[src/rtl/seg_pkg.sv]
// Shared constants for the 7-segment scan driver: segment bit positions and
// the active-low hex glyph table (dp bit off).
package seg_pkg;

  typedef enum logic [2:0] {
    SEG_A  = 3'd0,
    SEG_B  = 3'd1,
    SEG_C  = 3'd2,
    SEG_D  = 3'd3,
    SEG_E  = 3'd4,
    SEG_F  = 3'd5,
    SEG_G  = 3'd6,
    SEG_DP = 3'd7
  } seg_bit_e;

  localparam logic [7:0] SEG_BLANK = 8'hFF;

  // Entry n is the glyph for nibble n; listed F down to 0 so index 0 is the LSB slot.
  localparam logic [15:0][7:0] HEX_SEG = {
    8'h8E, 8'h86, 8'hA1, 8'hC6, 8'h83, 8'h88, 8'h90, 8'h80,
    8'hF8, 8'h82, 8'h92, 8'h99, 8'hB0, 8'hA4, 8'hF9, 8'hC0
  };

endpackage

[src/rtl/seg_hex_decode.sv]
// Combinational nibble to active-low a..g pattern lookup.
module seg_hex_decode
  import seg_pkg::*;
(
  input  logic [3:0] nib,
  output logic [6:0] seg_n
);

  assign seg_n = HEX_SEG[nib][SEG_G:SEG_A];

endmodule

[src/rtl/seg_scan_mux.sv]
// Time-multiplexed common-anode hex display driver with frame-aligned double
// buffering, leading-zero blanking, per-digit decimal point and blink.
module seg_scan_mux
  import seg_pkg::*;
#(
  parameter int DIGITS       = 4,
  parameter int CLK_HZ       = 20_000_000,
  parameter int SCAN_HZ      = 1200,
  parameter int DEAD         = 2,
  parameter int BLINK_FRAMES = 128
) (
  input  logic                  clk,
  input  logic                  rst,
  input  logic [4*DIGITS-1:0]   data,
  input  logic [DIGITS-1:0]     dp,
  input  logic [DIGITS-1:0]     blink_mask,
  input  logic                  blank_lz,
  input  logic                  load,
  output logic                  pend,
  output logic                  frame_done,
  output logic [7:0]            seg_n,
  output logic [DIGITS-1:0]     dig_n
);

  localparam int DIV = CLK_HZ / SCAN_HZ;
  localparam int PW  = (DIV > 1) ? $clog2(DIV) : 1;
  localparam int IW  = $clog2(DIGITS);
  localparam int BW  = (BLINK_FRAMES > 1) ? $clog2(BLINK_FRAMES) : 1;

  logic [PW-1:0]         presc;
  logic [IW-1:0]         idx;
  logic                  tick;
  logic                  boundary;
  logic [4*DIGITS-1:0]   act_data, pnd_data;
  logic [DIGITS-1:0]     act_dp, pnd_dp, act_blink, pnd_blink;
  logic [BW-1:0]         bcnt;
  logic                  phase;
  logic [DIGITS-1:0]     lz_zero;
  logic                  lz_acc;
  logic [3:0]            nib;
  logic [6:0]            hex_n;
  logic                  dark, lz_blank, bl_blank;
  logic [7:0]            seg_nxt;
  logic [DIGITS-1:0]     dig_nxt;
  logic [7:0]            seg_p1;
  logic [DIGITS-1:0]     dig_p1;
  logic                  fd_p1;

  assign tick     = (presc == PW'(DIV - 1));
  assign boundary = tick && (idx == IW'(DIGITS - 1));

  always_ff @(posedge clk or posedge rst) begin
    if (rst) begin
      presc <= '0;
      idx   <= '0;
    end else begin
      presc <= tick ? '0 : presc + 1'b1;
      if (tick) idx <= boundary ? '0 : idx + 1'b1;
    end
  end

  // A load landing on the boundary bypasses the pending shadow entirely.
  always_ff @(posedge clk or posedge rst) begin
    if (rst) begin
      act_data  <= '0;
      act_dp    <= '0;
      act_blink <= '0;
      pnd_data  <= '0;
      pnd_dp    <= '0;
      pnd_blink <= '0;
      pend      <= 1'b0;
    end else if (load && boundary) begin
      act_data  <= data;
      act_dp    <= dp;
      act_blink <= blink_mask;
      pend      <= 1'b0;
    end else if (load) begin
      pnd_data  <= data;
      pnd_dp    <= dp;
      pnd_blink <= blink_mask;
      pend      <= 1'b1;
    end else if (boundary && pend) begin
      act_data  <= pnd_data;
      act_dp    <= pnd_dp;
      act_blink <= pnd_blink;
      pend      <= 1'b0;
    end
  end

  always_ff @(posedge clk or posedge rst) begin
    if (rst) begin
      bcnt  <= '0;
      phase <= 1'b0;
    end else if (boundary) begin
      if (bcnt == BW'(BLINK_FRAMES - 1)) begin
        bcnt  <= '0;
        phase <= ~phase;
      end else begin
        bcnt <= bcnt + 1'b1;
      end
    end
  end

  // lz_zero[i] is set when nibbles i..DIGITS-1 are all zero.
  always_comb begin
    lz_zero = '0;
    lz_acc  = 1'b1;
    for (int i = DIGITS - 1; i >= 0; i--) begin
      lz_acc     = lz_acc & (act_data[4*i +: 4] == 4'h0);
      lz_zero[i] = lz_acc;
    end
  end

  assign nib = act_data[{idx, 2'b00} +: 4];

  seg_hex_decode u_dec (
    .nib   (nib),
    .seg_n (hex_n)
  );

  always_comb begin
    dark     = (presc < PW'(DEAD));
    lz_blank = blank_lz && (idx != '0) && lz_zero[idx];
    bl_blank = phase && act_blink[idx];
    seg_nxt  = SEG_BLANK;
    dig_nxt  = '1;
    if (!dark) begin
      dig_nxt = ~(DIGITS'(1) << idx);
      if (bl_blank) begin
        seg_nxt = SEG_BLANK;
      end else if (lz_blank) begin
        seg_nxt[SEG_DP] = ~act_dp[idx];
      end else begin
        seg_nxt = {~act_dp[idx], hex_n};
      end
    end
  end

  // Stage p1: registered pin drive, one cycle behind prescaler/idx.
  always_ff @(posedge clk or posedge rst) begin
    if (rst) begin
      seg_p1 <= SEG_BLANK;
      dig_p1 <= '1;
      fd_p1  <= 1'b0;
    end else begin
      seg_p1 <= seg_nxt;
      dig_p1 <= dig_nxt;
      fd_p1  <= boundary;
    end
  end

  assign seg_n      = seg_p1;
  assign dig_n      = dig_p1;
  assign frame_done = fd_p1;

endmodule

[config.mk]
export PLATFORM = sky130hd
export DESIGN_NAME = seg_scan_mux
export DESIGN_NICKNAME = d
export VERILOG_FILES = /design/src/rtl/seg_pkg.sv /design/src/rtl/seg_hex_decode.sv /design/src/rtl/seg_scan_mux.sv
export SDC_FILE = /design/constraint.sdc
export NUM_CORES = 1
export LEC_CHECK = 0
export CAP_MARGIN = 20
export CORE_AREA = 2 2 94 96
export DETAILED_ROUTE_END_ITERATION = 7
export DIE_AREA = 0 0 96 98
export HOLD_SLACK_MARGIN = 0.08
export PLACE_DENSITY = 0.8
export SYNTH_ARGS = -nofsm -noshare
export SYNTH_HDL_FRONTEND = slang
export SYNTH_SLANG_ARGS = --single-unit
[constraint.sdc]
create_clock -name clk -period 6.2 [get_ports clk]
set_input_delay 1.24 -clock clk [delete_from_list [all_inputs] [get_ports clk]]
set_output_delay 1.24 -clock clk [all_outputs]
set_load 0.01 [all_outputs]
==> load_flow_metrics.sql, run 1 <==
INSERT INTO impl_metrics (metric_group, metric, value, unit) VALUES
('critical_path', 'endpoint_kind', 'register', ''),
('cells_and_area', 'synthToLayoutAreaGrowth', '16.02', '%'),
('place', 'place_area', '5001', 'um2'),
('timing', 'worst_slew_margin_rel', '30.57', '%'),
('grt', 'first_global_vias', '3252', ''),
('cells_and_area', 'layout.cells.most_common', 'sky130_fd_sc_hd__dfrtp_1', ''),
('grt', 'grt_usage', '21.84', '%'),
('critical_path', 'critPathTopFamily', 'simple AND/OR/NAND/NOR gates', ''),
('clocking', 'clock_insertion_delay_worst_skew', '0.37', 'ns'),
('critical_path', 'critical_path_peak_fanout', '21', ''),
('place', 'place_ws', '2.892', 'ns'),
('synth', 'synth_nets', '429', ''),
('grt', 'global_route.overflow_total', '0', ''),
('cells_and_area', 'nets', '462', ''),
('timing', 'fin_setup_tns', '0', 'ns'),
('clocking', 'cts_hold_buffers', '0', ''),
('clocking', 'cts_setup_buffers', '0', ''),
('timing', 'final_critical_path_setup_slack', '2.841', 'ns'),
('power_and_ir_drop', 'total_leakage_power', '2.229', 'nW'),
('clocking', 'path_clk_slew', '0.08', 'ns'),
('place', 'dp_hpwl', '6310', 'um'),
('routing', 'routed_wire_length_per_instance', '17.32', 'um'),
('routing', 'routed-via-count', '3210', ''),
('cells_and_area', 'seq_area', '2192', 'um2'),
('power_and_ir_drop', 'finalPower', '1.217', 'mW'),
('synth', 'seq_area_frac_synth', '48.40', '%'),
('routing', 'drc', '0', ''),
('routing', 'drt-initial-drc-count', '209', ''),
('timing', 'post-route-period-util', '54.17', '%'),
('die', 'io-pin-count', '42', ''),
('cells_and_area', 'post_layout_nonfiller_instances', '534', ''),
('routing', 'antenna_violation_net_count_after_detailed_routing', '0', ''),
('routing', 'met2RoutedLength', '4475', 'um'),
('cells_and_area', 'design_area', '5255', 'um2'),
('timing', 'post-route-min-period', '3.359', 'ns'),
('min_path', 'min-delay-start', 'phase', ''),
('clocking', 'root_buffer', 'sky130_fd_sc_hd__clkbuf_8', ''),
('routing', 'detail_route.wirelength', '9247', 'um'),
('synth', 'synthArstFlopShare', '100.0', '%'),
('die', 'placementRows', '34', ''),
('die', 'die-width', '96', 'um'),
('clocking', 'cts-buffers-inserted', '9', ''),
('critical_path', 'crit_arrival', '3.61', 'ns'),
('cells_and_area', 'multi_input_comb_area', '2171', 'um2'),
('clocking', 'post_cts_resized', '0', ''),
('cells_and_area', 'layout_common_cells', 'sky130_fd_sc_hd__dfrtp_1, sky130_fd_sc_hd__clkdlybuf4s50_1, sky130_fd_sc_hd__nor2_1', ''),
('cells_and_area', 'n_antenna_cell', '0', ''),
('clocking', 'clockBufferDepth', '2', ''),
('min_path', 'min_path_type', 'register to register', ''),
('synth', 'post_synth_inst_count', '388', ''),
('critical_path', 'setup.reg_to_reg.worst_slack', '2.84', 'ns'),
('routing', 'met3_wirelength', '350', 'um'),
('die', 'core_region_area', '8466', 'um2'),
('synth', 'synth_top_flop_cell', 'sky130_fd_sc_hd__dfrtp_1', ''),
('cells_and_area', 'finalCoreUtilization', '62.08', '%'),
('cells_and_area', 'nFillCells', '667', ''),
('place', 'placed_cells', '518', ''),
('critical_path', 'r2r-end', 'bcnt[1]', ''),
('routing', 'detail_route.vias_per_cell', '6.011', ''),
('synth', 'ys_ff_latch', '87', ''),
('critical_path', 'critical-path-max-stage-delay', '0.90', 'ns'),
('timing', 'slew_viol_final', '0', ''),
('die', 'floorplan.initialDensity', '53.50', '%'),
('critical_path', 'crit_slowest_cell', 'sky130_fd_sc_hd__nand3_1', ''),
('synth', 'number_of_enable_flip_flop_cells_after_synthesis', '0', ''),
('critical_path', 'crit_start', 'presc[1]', ''),
('status', 'outcome', 'finished clean', ''),
('die', 'dieHeight', '98', 'um'),
('power_and_ir_drop', 'ir_worst_vdd', '0.1099', 'mV'),
('timing', 'hold-worst-slack', '0.4964', 'ns'),
('timing', 'timing.clock.skew', '0.009674', 'ns');
## registers in the layout, indices dropped and copies added, names as in the netlist, 2 cells and up
name,count
act_blink,4
act_data,16
act_dp,4
bcnt,7
dig_n,4
idx,2
pnd_blink,4
pnd_data,16
pnd_dp,4
presc,15
seg_n,8
## Yosys cell counts (3+ instances only)
master	instances	area, um2
sky130_fd_sc_hd__o2bb2ai_1	5	43.79
sky130_fd_sc_hd__and3b_1	8	70.07
sky130_fd_sc_hd__mux4_2	7	157.7
sky130_fd_sc_hd__nand2_1	20	75.07
sky130_fd_sc_hd__a22oi_1	8	60.06
sky130_fd_sc_hd__buf_2	7	35.03
sky130_fd_sc_hd__nor2_1	31	116.4
sky130_fd_sc_hd__mux2i_1	4	40.04
sky130_fd_sc_hd__o21ai_0	5	25.02
sky130_fd_sc_hd__or4_1	7	52.55
sky130_fd_sc_hd__nand3_1	15	75.07
sky130_fd_sc_hd__o2bb2ai_2	10	150.1
sky130_fd_sc_hd__ha_1	13	162.7
sky130_fd_sc_hd__inv_1	11	41.29
sky130_fd_sc_hd__nand4_1	6	37.54
sky130_fd_sc_hd__nor3_1	5	25.02
sky130_fd_sc_hd__and3_1	6	37.54
sky130_fd_sc_hd__nor4_1	7	43.79
sky130_fd_sc_hd__nor3b_1	3	22.52
sky130_fd_sc_hd__o41ai_1	4	35.03
sky130_fd_sc_hd__clkbuf_1	9	33.78
sky130_fd_sc_hd__dfrtp_1	75	1877
sky130_fd_sc_hd__dfstp_2	12	315.3
sky130_fd_sc_hd__a21oi_1	11	55.05
sky130_fd_sc_hd__a221o_1	3	30.03
sky130_fd_sc_hd__xor2_1	14	122.6
sky130_fd_sc_hd__xnor2_1	7	61.31
sky130_fd_sc_hd__o221a_2	6	67.56
sky130_fd_sc_hd__mux2_2	22	247.7
sky130_fd_sc_hd__a31oi_1	7	43.79
sky130_fd_sc_hd__mux2_1	6	67.56
## worst max-delay path by stage
stage / endpoint / slack, ns / depth (start not counted)
floorplan: act_blink[0] / 2.73 / 1
global placement: bcnt[0] / 2.98 / 7
detailed placement: bcnt[0] / 2.89 / 7
CTS: bcnt[1] / 2.87 / 7
global route: bcnt[0] / 2.61 / 7
finish: bcnt[1] / 2.84 / 7
## area by class of cell
class                           count  area share (%)
Tap cell                          108           2.571
Multi-Input combinational cell    266           41.31
Timing Repair Buffer               44           8.619
Sequential cell                    87           41.71
Clock inverter                      6           2.214
Clock buffer                       10           2.619
Inverter                           13          0.9524
## power by group
group / switching, mW / internal (mW)
clock: 0.212 / 0.281
sequential: 0.0167 / 0.595
combinational: 0.0499 / 0.0626
## metal layers
layer | global-route usage (%) | up-vias
met4 | 7.033 | 0
li1 | - | 1508
met5 | 0 | -
met3 | 4.398 | 11
met2 | 32.37 | 68
met1 | 32.29 | 1623
## logic make-up (layout without fill, tap and decap cells)
| group | Yosys count | in the layout | share of synthesized area, % |
|---|---|---|---|
| xor gates and xnor gates | 21 | 21 | 4.061 |
| adders and majority gates | 13 | 13 | 3.591 |
| AOI/OAI and AO/OA | 70 | 70 | 13.65 |
| buffers and inverters | 35 | 73 | 3.674 |
| muxes | 39 | 39 | 11.33 |
| DFF | 87 | 87 | 48.40 |
| and+or+nand+nor | 123 | 123 | 15.30 |
No activity file was read; power rests on OpenSTA's default activity.
==> run 2: changes to the inputs <==
CORE_AREA = 2 2 97 99   (was 2 2 94 96)
DIE_AREA = 0 0 99 101   (was 0 0 96 98)
PLACE_DENSITY = 0.79   (was 0.8)
clock period = 2.9 ns   (was 6.2 ns; I/O delays follow)
==> run 2 against run 1 <==
Compared with the run above: global-route usage fell by 1.7 points; routed wire length is 4.3% higher; clock skew shrank 0.00099 ns.
==> load_flow_metrics.sql, run 2 (synthesized netlist as in run 1, its figures left out) <==
INSERT INTO impl_metrics (metric_group, metric, value, unit) VALUES
('timing', 'timing.clock.skew', '0.008683', 'ns'),
('critical_path', 'critical-path-max-stage-delay', '0.76', 'ns'),
('clocking', 'path_clk_slew', '0.09', 'ns'),
('cells_and_area', 'nFillCells', '701', ''),
('critical_path', 'crit_slowest_cell', 'sky130_fd_sc_hd__dfrtp_1', ''),
('clocking', 'clockBufferDepth', '2', ''),
('cells_and_area', 'layout.cells.most_common', 'sky130_fd_sc_hd__dfrtp_1', ''),
('min_path', 'min_path_type', 'register to register', ''),
('critical_path', 'crit-reg2reg-launch', 'presc[12]', ''),
('timing', 'post-route-period-util', '81.73', '%'),
('die', 'core_region_area', '8977', 'um2'),
('power_and_ir_drop', 'p_comb_share', '9.8', '%'),
('die', 'die_area', '9999', 'um2'),
('grt', 'grt_usage', '20.15', '%'),
('cells_and_area', 'seq_area', '2192', 'um2'),
('die', 'io-pin-count', '42', ''),
('power_and_ir_drop', 'p_sw', '0.6032', 'mW'),
('power_and_ir_drop', 'power_density', '471.3', 'nW/um2'),
('cells_and_area', 'design_area', '5300', 'um2'),
('routing', 'drt-initial-drc-count', '267', ''),
('min_path', 'min-delay-start', 'pnd_data[0]', ''),
('routing', 'drc', '0', ''),
('clocking', 'cts-buffers-inserted', '9', ''),
('job', 'drv.max_cap_violation_count', '0', ''),
('critical_path', 'setup.reg_to_reg.worst_slack', '0.62', 'ns'),
('critical_path', 'critical_path_cell_list', 'clkdlybuf4s50_1', ''),
('power_and_ir_drop', 'sequentialPowerShare', '52.4', '%'),
('die', 'dieHeight', '101', 'um'),
('cells_and_area', 'layout_common_cells', 'sky130_fd_sc_hd__dfrtp_1, sky130_fd_sc_hd__clkdlybuf4s50_1, sky130_fd_sc_hd__nor2_1', ''),
('power_and_ir_drop', 'net_sw_share', '24.15', '%'),
('timing', 'rsz0062_at_grt', 'false', ''),
('grt', 'grt_max_degree', '44', ''),
('power_and_ir_drop', 'power.clock.fraction', '37.8', '%'),
('place', 'place_area', '5080', 'um2'),
('place', 'placed_cells', '532', ''),
('routing', 'routed-via-count', '3270', ''),
('power_and_ir_drop', 'internal-power', '1.895', 'mW'),
('cells_and_area', 'post_layout_nonfiller_instances', '548', ''),
('critical_path', 'critPathBufInv', '1', ''),
('clocking', 'cts.htree.levels', '3', ''),
('clocking', 'cts_setup_buffers', '0', ''),
('critical_path', 'crit_required', '2.32', 'ns'),
('die', 'die-width', '99', 'um'),
('routing', 'antenna_violation_net_count_after_detailed_routing', '0', ''),
('critical_path', 'worstRegToRegCells', '5', ''),
('clocking', 'clock_insertion_delay_worst_skew', '0.36', 'ns'),
('cells_and_area', 'multi_input_comb_area', '2171', 'um2'),
('critical_path', 'endpoint_kind', 'output port', ''),
('critical_path', 'critPathTopFamily', 'flip-flops', ''),
('clocking', 'root_buffer', 'sky130_fd_sc_hd__clkbuf_8', ''),
('min_path', 'whs_path_depth', '1', ''),
('routing', 'routed_wire_length_per_instance', '17.60', 'um'),
('critical_path', 'crit_arrival', '1.79', 'ns'),
('min_path', 'hold-path-endpoint', 'pnd_data[0]', ''),
('timing', 'hold-worst-slack', '0.4923', 'ns'),
('die', 'floorplan.initialDensity', '50.45', '%'),
('cells_and_area', 'nets', '473', ''),
('cells_and_area', 'synthToLayoutAreaGrowth', '17.02', '%'),
('grt', 'use_met2', '31.13', '%'),
('timing', 'slew_viol_final', '0', ''),
('critical_path', 'r2r-end', 'pnd_data[9]', ''),
('place', 'place_ws', '0.6449', 'ns'),
('critical_path', 'critical_path.startpoint_type', 'register', ''),
('routing', 'detail_route.vias_per_cell', '5.967', ''),
('place', 'io_buffer_count', '41', ''),
('power_and_ir_drop', 'ir_worst_vdd', '0.3095', 'mV'),
('routing', 'drt-pass1-iter-count', '4', ''),
('timing', 'setup_viol_count_final', '0', ''),
('timing', 'finalHoldViolations', '0', ''),
('timing', 'final_critical_path_setup_slack', '0.5298', 'ns'),
('clocking', 'numClockSinks', '87', ''),
('critical_path', 'critical_path_peak_fanout', '20', ''),
('grt', 'global_route.overflow_total', '0', ''),
('power_and_ir_drop', 'total_leakage_power', '2.255', 'nW'),
('place', 'routabilityCongestion', '0.8637', ''),
('timing', 'fin_setup_tns', '0', 'ns'),
('critical_path', 'setup.worst_path.class', 'register to output port', ''),
('cells_and_area', 'final_layout_size_suffix_gt1_share', '21.51', '%'),
('clocking', 'cts_tree', 'done', ''),
('status', 'outcome', 'finished clean', ''),
('grt', 'grt.busiest_layer', 'met2', ''),
('timing', 'post-route-min-period', '2.370', 'ns'),
('grt', 'wire_length_of_the_first_global_routing_pass', '16100', 'um'),
('clocking', 'post_cts_resized', '0', ''),
('cells_and_area', 'layout_top_registers', 'act_data (16), pnd_data (16), presc (15)', ''),
('die', 'placementRows', '35', ''),
('place', 'dp_hpwl', '6558', 'um'),
('timing', 'worst_pin_slew', '0.6462', 'ns'),
('clocking', 'cts_hold_buffers', '0', ''),
('grt', 'grtUsageMet3', '3.745', '%'),
('grt', 'first_global_vias', '3213', ''),
('timing', 'fmax', '421.9', 'MHz'),
('cells_and_area', 'n_antenna_cell', '0', ''),
('grt', 'grt_antenna_before_repair', '0', ''),
('routing', 'detail_route.wirelength', '9646', 'um'),
('timing', 'worst_slew_margin_rel', '56.92', '%'),
('grt', 'use_met1', '28.92', '%');
[run 2: per-layer routing]
layer,part of all wire [%],up-vias
met5,0,-
met4,1.1,0
met3,5.0,11
met2,47,89
met1,46,1647
li1,-,1523
[run 2: metrics by stage]
stage / utilization, % / total power [mW]
floorplan: - / 1.473
finish: 59.04 / 2.498
global placement: 56.59 / 1.566
detailed placement: 56.59 / 1.576
CTS: 59.04 / 2.518
global route: 59.04 / 2.603
[run 2: layout make-up]
class                   count  area share, %
well taps                 111          2.620
multi-input cells         266          40.96
inverters                  13         0.9443
clock inverters             7          1.818
flip-flops and latches     87          41.36
repair buffers             55          9.962
clock buffers               9          2.337
[run 2: power groups by stage]
stage               clock network, mW  registers (mW)  logic (mW)
floorplan                           0            1.33       0.147
CTS                             0.962            1.31       0.248
global route                     1.02            1.31       0.271
detailed placement                  0            1.33       0.246
finish                          0.944            1.31       0.245
global placement                    0            1.33       0.238
[run 2: worst max-delay path by stage]
stage	cells after the start	slack [ns]	startpoint	end
after global routing	1	0.44	pend	pend
after detailed placement	5	0.64	presc[12]	pnd_data[9]
after floorplan	1	0.09	rst	act_blink[0]
after CTS	1	0.51	pend	pend
final	1	0.53	pend	pend
after global placement	5	0.68	load	act_data[14]
==> run 3: changes to the inputs <==
CORE_AREA = 2 2 94 96   (was 2 2 97 99)
DIE_AREA = 0 0 96 98   (was 0 0 99 101)
PLACE_DENSITY = 0.8   (was 0.79)
clock period = 2.22 ns   (was 2.9 ns; I/O delays follow)
==> run 3 against run 2 <==
Compared with the run above: clock power up 9%; largest power group unchanged; flip-flop and latch count stayed put; sequential share of layout area fell by 0.21 points; cell area is 0.57% higher; combinational power up 33%; cell count grew 0.55%; via count up 2.6%; non-clock buffer count rose by 6; critical endpoint is now seg_n[0]; global-route usage grew 2.9 points.
==> load_flow_metrics.sql, run 3 (synthesized netlist as in run 1, its figures left out) <==
INSERT INTO impl_metrics (metric_group, metric, value, unit) VALUES
('status', 'outcome', 'finished clean', ''),
('timing', 'post-route-min-period', '2.020', 'ns'),
('grt', 'first_global_vias', '3445', ''),
('routing', 'detail_route.vias_per_cell', '6.089', ''),
('grt', 'global_route.overflow_total', '0', ''),
('grt', 'grt.busiest_layer', 'met2', ''),
('timing', 'rsz0062_at_grt', 'false', ''),
('power_and_ir_drop', 'sequentialPowerShare', '55.8', '%'),
('critical_path', 'endpoint_kind', 'register', ''),
('job', 'drv.max_cap_violation_count', '0', ''),
('clocking', 'clockBufferDepth', '2', ''),
('grt', 'grt_antenna_before_repair', '0', ''),
('die', 'floorplan.initialDensity', '53.50', '%'),
('timing', 'worst_slew_margin_rel', '65.31', '%'),
('grt', 'wire_length_of_the_first_global_routing_pass', '16960', 'um'),
('power_and_ir_drop', 'total_leakage_power', '2.274', 'nW'),
('power_and_ir_drop', 'p_comb_share', '10.6', '%'),
('grt', 'grt_max_degree', '33', ''),
('routing', 'drc', '0', ''),
('clocking', 'cts_tree', 'done', ''),
('grt', 'grtUsageMet3', '4.784', '%'),
('cells_and_area', 'post_layout_nonfiller_instances', '551', ''),
('cells_and_area', 'final_layout_size_suffix_gt1_share', '22.80', '%'),
('power_and_ir_drop', 'ir_worst_vdd', '0.4744', 'mV'),
('die', 'die-width', '96', 'um'),
('critical_path', 'critical_path.startpoint_type', 'register', ''),
('cells_and_area', 'layout_top_registers', 'act_data (16), pnd_data (16), presc (15)', ''),
('power_and_ir_drop', 'power.clock.fraction', '33.6', '%'),
('critical_path', 'crit_required', '2.47', 'ns'),
('critical_path', 'crit_arrival', '2.27', 'ns'),
('place', 'routabilityCongestion', '0.8029', ''),
('routing', 'routed_wire_length_per_instance', '17.93', 'um'),
('timing', 'fmax', '495.1', 'MHz'),
('min_path', 'min_path_type', 'primary input to asynchronous set/reset pin', ''),
('cells_and_area', 'layout.cells.most_common', 'sky130_fd_sc_hd__dfrtp_1', ''),
('clocking', 'clock_insertion_delay_worst_skew', '0.37', 'ns'),
('clocking', 'path_clk_slew', '0.09', 'ns'),
('grt', 'use_met2', '36.06', '%'),
('timing', 'timing.clock.skew', '0.01389', 'ns'),
('die', 'die_area', '9408', 'um2'),
('grt', 'use_met1', '32.60', '%'),
('critical_path', 'critPathBufInv', '3', ''),
('clocking', 'cts.htree.levels', '3', ''),
('clocking', 'root_buffer', 'sky130_fd_sc_hd__clkbuf_8', ''),
('routing', 'drt-initial-drc-count', '262', ''),
('timing', 'post-route-period-util', '90.99', '%'),
('critical_path', 'critical_path_cell_list', 'buf_4 > mux4_2 > inv_1 > ha_1 > inv_1 > o211a_1 > o311ai_1', ''),
('timing', 'setup_viol_count_final', '0', ''),
('timing', 'worst_pin_slew', '0.5163', 'ns'),
('critical_path', 'crit_path_frequent_cell', 'sky130_fd_sc_hd__inv_1', ''),
('critical_path', 'critical-path-max-stage-delay', '0.50', 'ns'),
('place', 'dp_hpwl', '7034', 'um'),
('die', 'core_region_area', '8466', 'um2'),
('clocking', 'numClockSinks', '87', ''),
('critical_path', 'critical_path_peak_fanout', '10', ''),
('clocking', 'cts-buffers-inserted', '9', ''),
('power_and_ir_drop', 'net_sw_share', '26.17', '%'),
('die', 'placementRows', '34', ''),
('power_and_ir_drop', 'internal-power', '2.264', 'mW'),
('critical_path', 'crit_slowest_cell', 'sky130_fd_sc_hd__dfrtp_1', ''),
('place', 'io_buffer_count', '41', ''),
('cells_and_area', 'n_antenna_cell', '0', ''),
('die', 'dieHeight', '98', 'um'),
('place', 'placed_cells', '535', ''),
('cells_and_area', 'nets', '479', ''),
('cells_and_area', 'synthToLayoutAreaGrowth', '17.68', '%'),
('power_and_ir_drop', 'p_sw', '0.8024', 'mW'),
('die', 'io-pin-count', '42', ''),
('grt', 'grt_usage', '23.06', '%'),
('power_and_ir_drop', 'power_density', '575.3', 'nW/um2'),
('critical_path', 'critPathTopFamily', 'flip-flops', ''),
('routing', 'routed-via-count', '3355', ''),
('timing', 'finalHoldViolations', '0', ''),
('routing', 'drt-pass1-iter-count', '4', ''),
('clocking', 'cts_setup_buffers', '0', ''),
('critical_path', 'setup.worst_path.class', 'register to register', ''),
('cells_and_area', 'layout_common_cells', 'sky130_fd_sc_hd__dfrtp_1, sky130_fd_sc_hd__clkdlybuf4s50_1, sky130_fd_sc_hd__nor2_1', ''),
('timing', 'fin_setup_tns', '0', 'ns'),
('timing', 'slew_viol_final', '0', ''),
('routing', 'antenna_violation_net_count_after_detailed_routing', '0', ''),
('cells_and_area', 'nFillCells', '679', ''),
('routing', 'detail_route.wirelength', '9877', 'um');
==> run 3: changes by cell type in the layout (fill, tap and decap cells not counted), sizes merged <==
cell / before / now
buf: 14 / 20
bufinv: 2 / 0
clkinv: 3 / 5
clkinvlp: 3 / 2
inv: 12 / 13
==> run 3: path summary, 6_finish.rpt <==
kind / slack (ns) / startpoint / depth (start not counted) / endpoint
worst max register to register: 0.20 / idx[1] / 7 / seg_n[0]
worst max-delay path: 0.20 / idx[1] / 7 / seg_n[0]
worst min register to register: 0.48 / phase / 1 / phase
worst min-delay path: 0.41 / rst / 2 / presc[10]
max in group asynchronous: 1.24 / rst / 3 / seg_n[6]
min in group clk: 0.48 / phase / 1 / phase
==> run 3: timing repair <==
| action | CTS | global route |
|---|---|---|
| endpoints found under the hold margin | 0 | 0 |
| endpoints found under the setup margin | 1 | 1 |
| hold buffers | 0 | 0 |
| gates resized for setup | 1 | 1 |
==> run 3: worst reg2reg max path: stages (launching register included) <==
cell	delay, ns
sky130_fd_sc_hd__dfrtp_1	0.50
sky130_fd_sc_hd__buf_4	0.24
sky130_fd_sc_hd__mux4_2	0.38
sky130_fd_sc_hd__inv_1	0.15
sky130_fd_sc_hd__ha_1	0.19
sky130_fd_sc_hd__inv_1	0.04
sky130_fd_sc_hd__o211a_1	0.11
sky130_fd_sc_hd__o311ai_1	0.32
==> run 3: per-layer routing <==
metal,routed length [um],part of all wire [%],up-vias
met5,0,0,-
met4,138,1.4,0
met3,463,4.7,15
met2,4790,48,92
met1,4484,45,1694
li1,-,-,1554
==> run 3: through the flow <==
step	util [%]	cell area, um2	hold WS (ns)	setup slack, ns	total power [mW]
finish	62.96	5330	0.4064	0.2000	3.066
global route	62.96	5330	0.4345	0.06523	3.195
CTS	62.96	5330	0.4147	0.1062	3.082
detailed placement	60.82	5149	0.4649	0.03387	2.069
global placement	60.82	5149	0.4647	0.2123	2.053
floorplan	-	4533	0.4459	0.2288	1.924
==> run 3: power by group through the flow <==
stage                     combinational, mW  clock, mW  sequential, mW
after floorplan                       0.192          0            1.73
after global placement                0.316          0            1.74
after detailed placement              0.328          0            1.74
after CTS                             0.329       1.04            1.71
after global routing                  0.362       1.11            1.72
final                                 0.326       1.03            1.71
==> run 3: cell type report <==
class | count | area, um2 | share of cell area (%)
Sequential cell | 87 | 2193 | 41.15
Multi-Input combinational cell | 266 | 2171 | 40.73
Timing Repair Buffer | 61 | 598.1 | 11.22
Tap cell | 108 | 135.1 | 2.535
Clock buffer | 9 | 123.9 | 2.324
Clock inverter | 7 | 56.30 | 1.056
Inverter | 13 | 52.55 | 0.9859
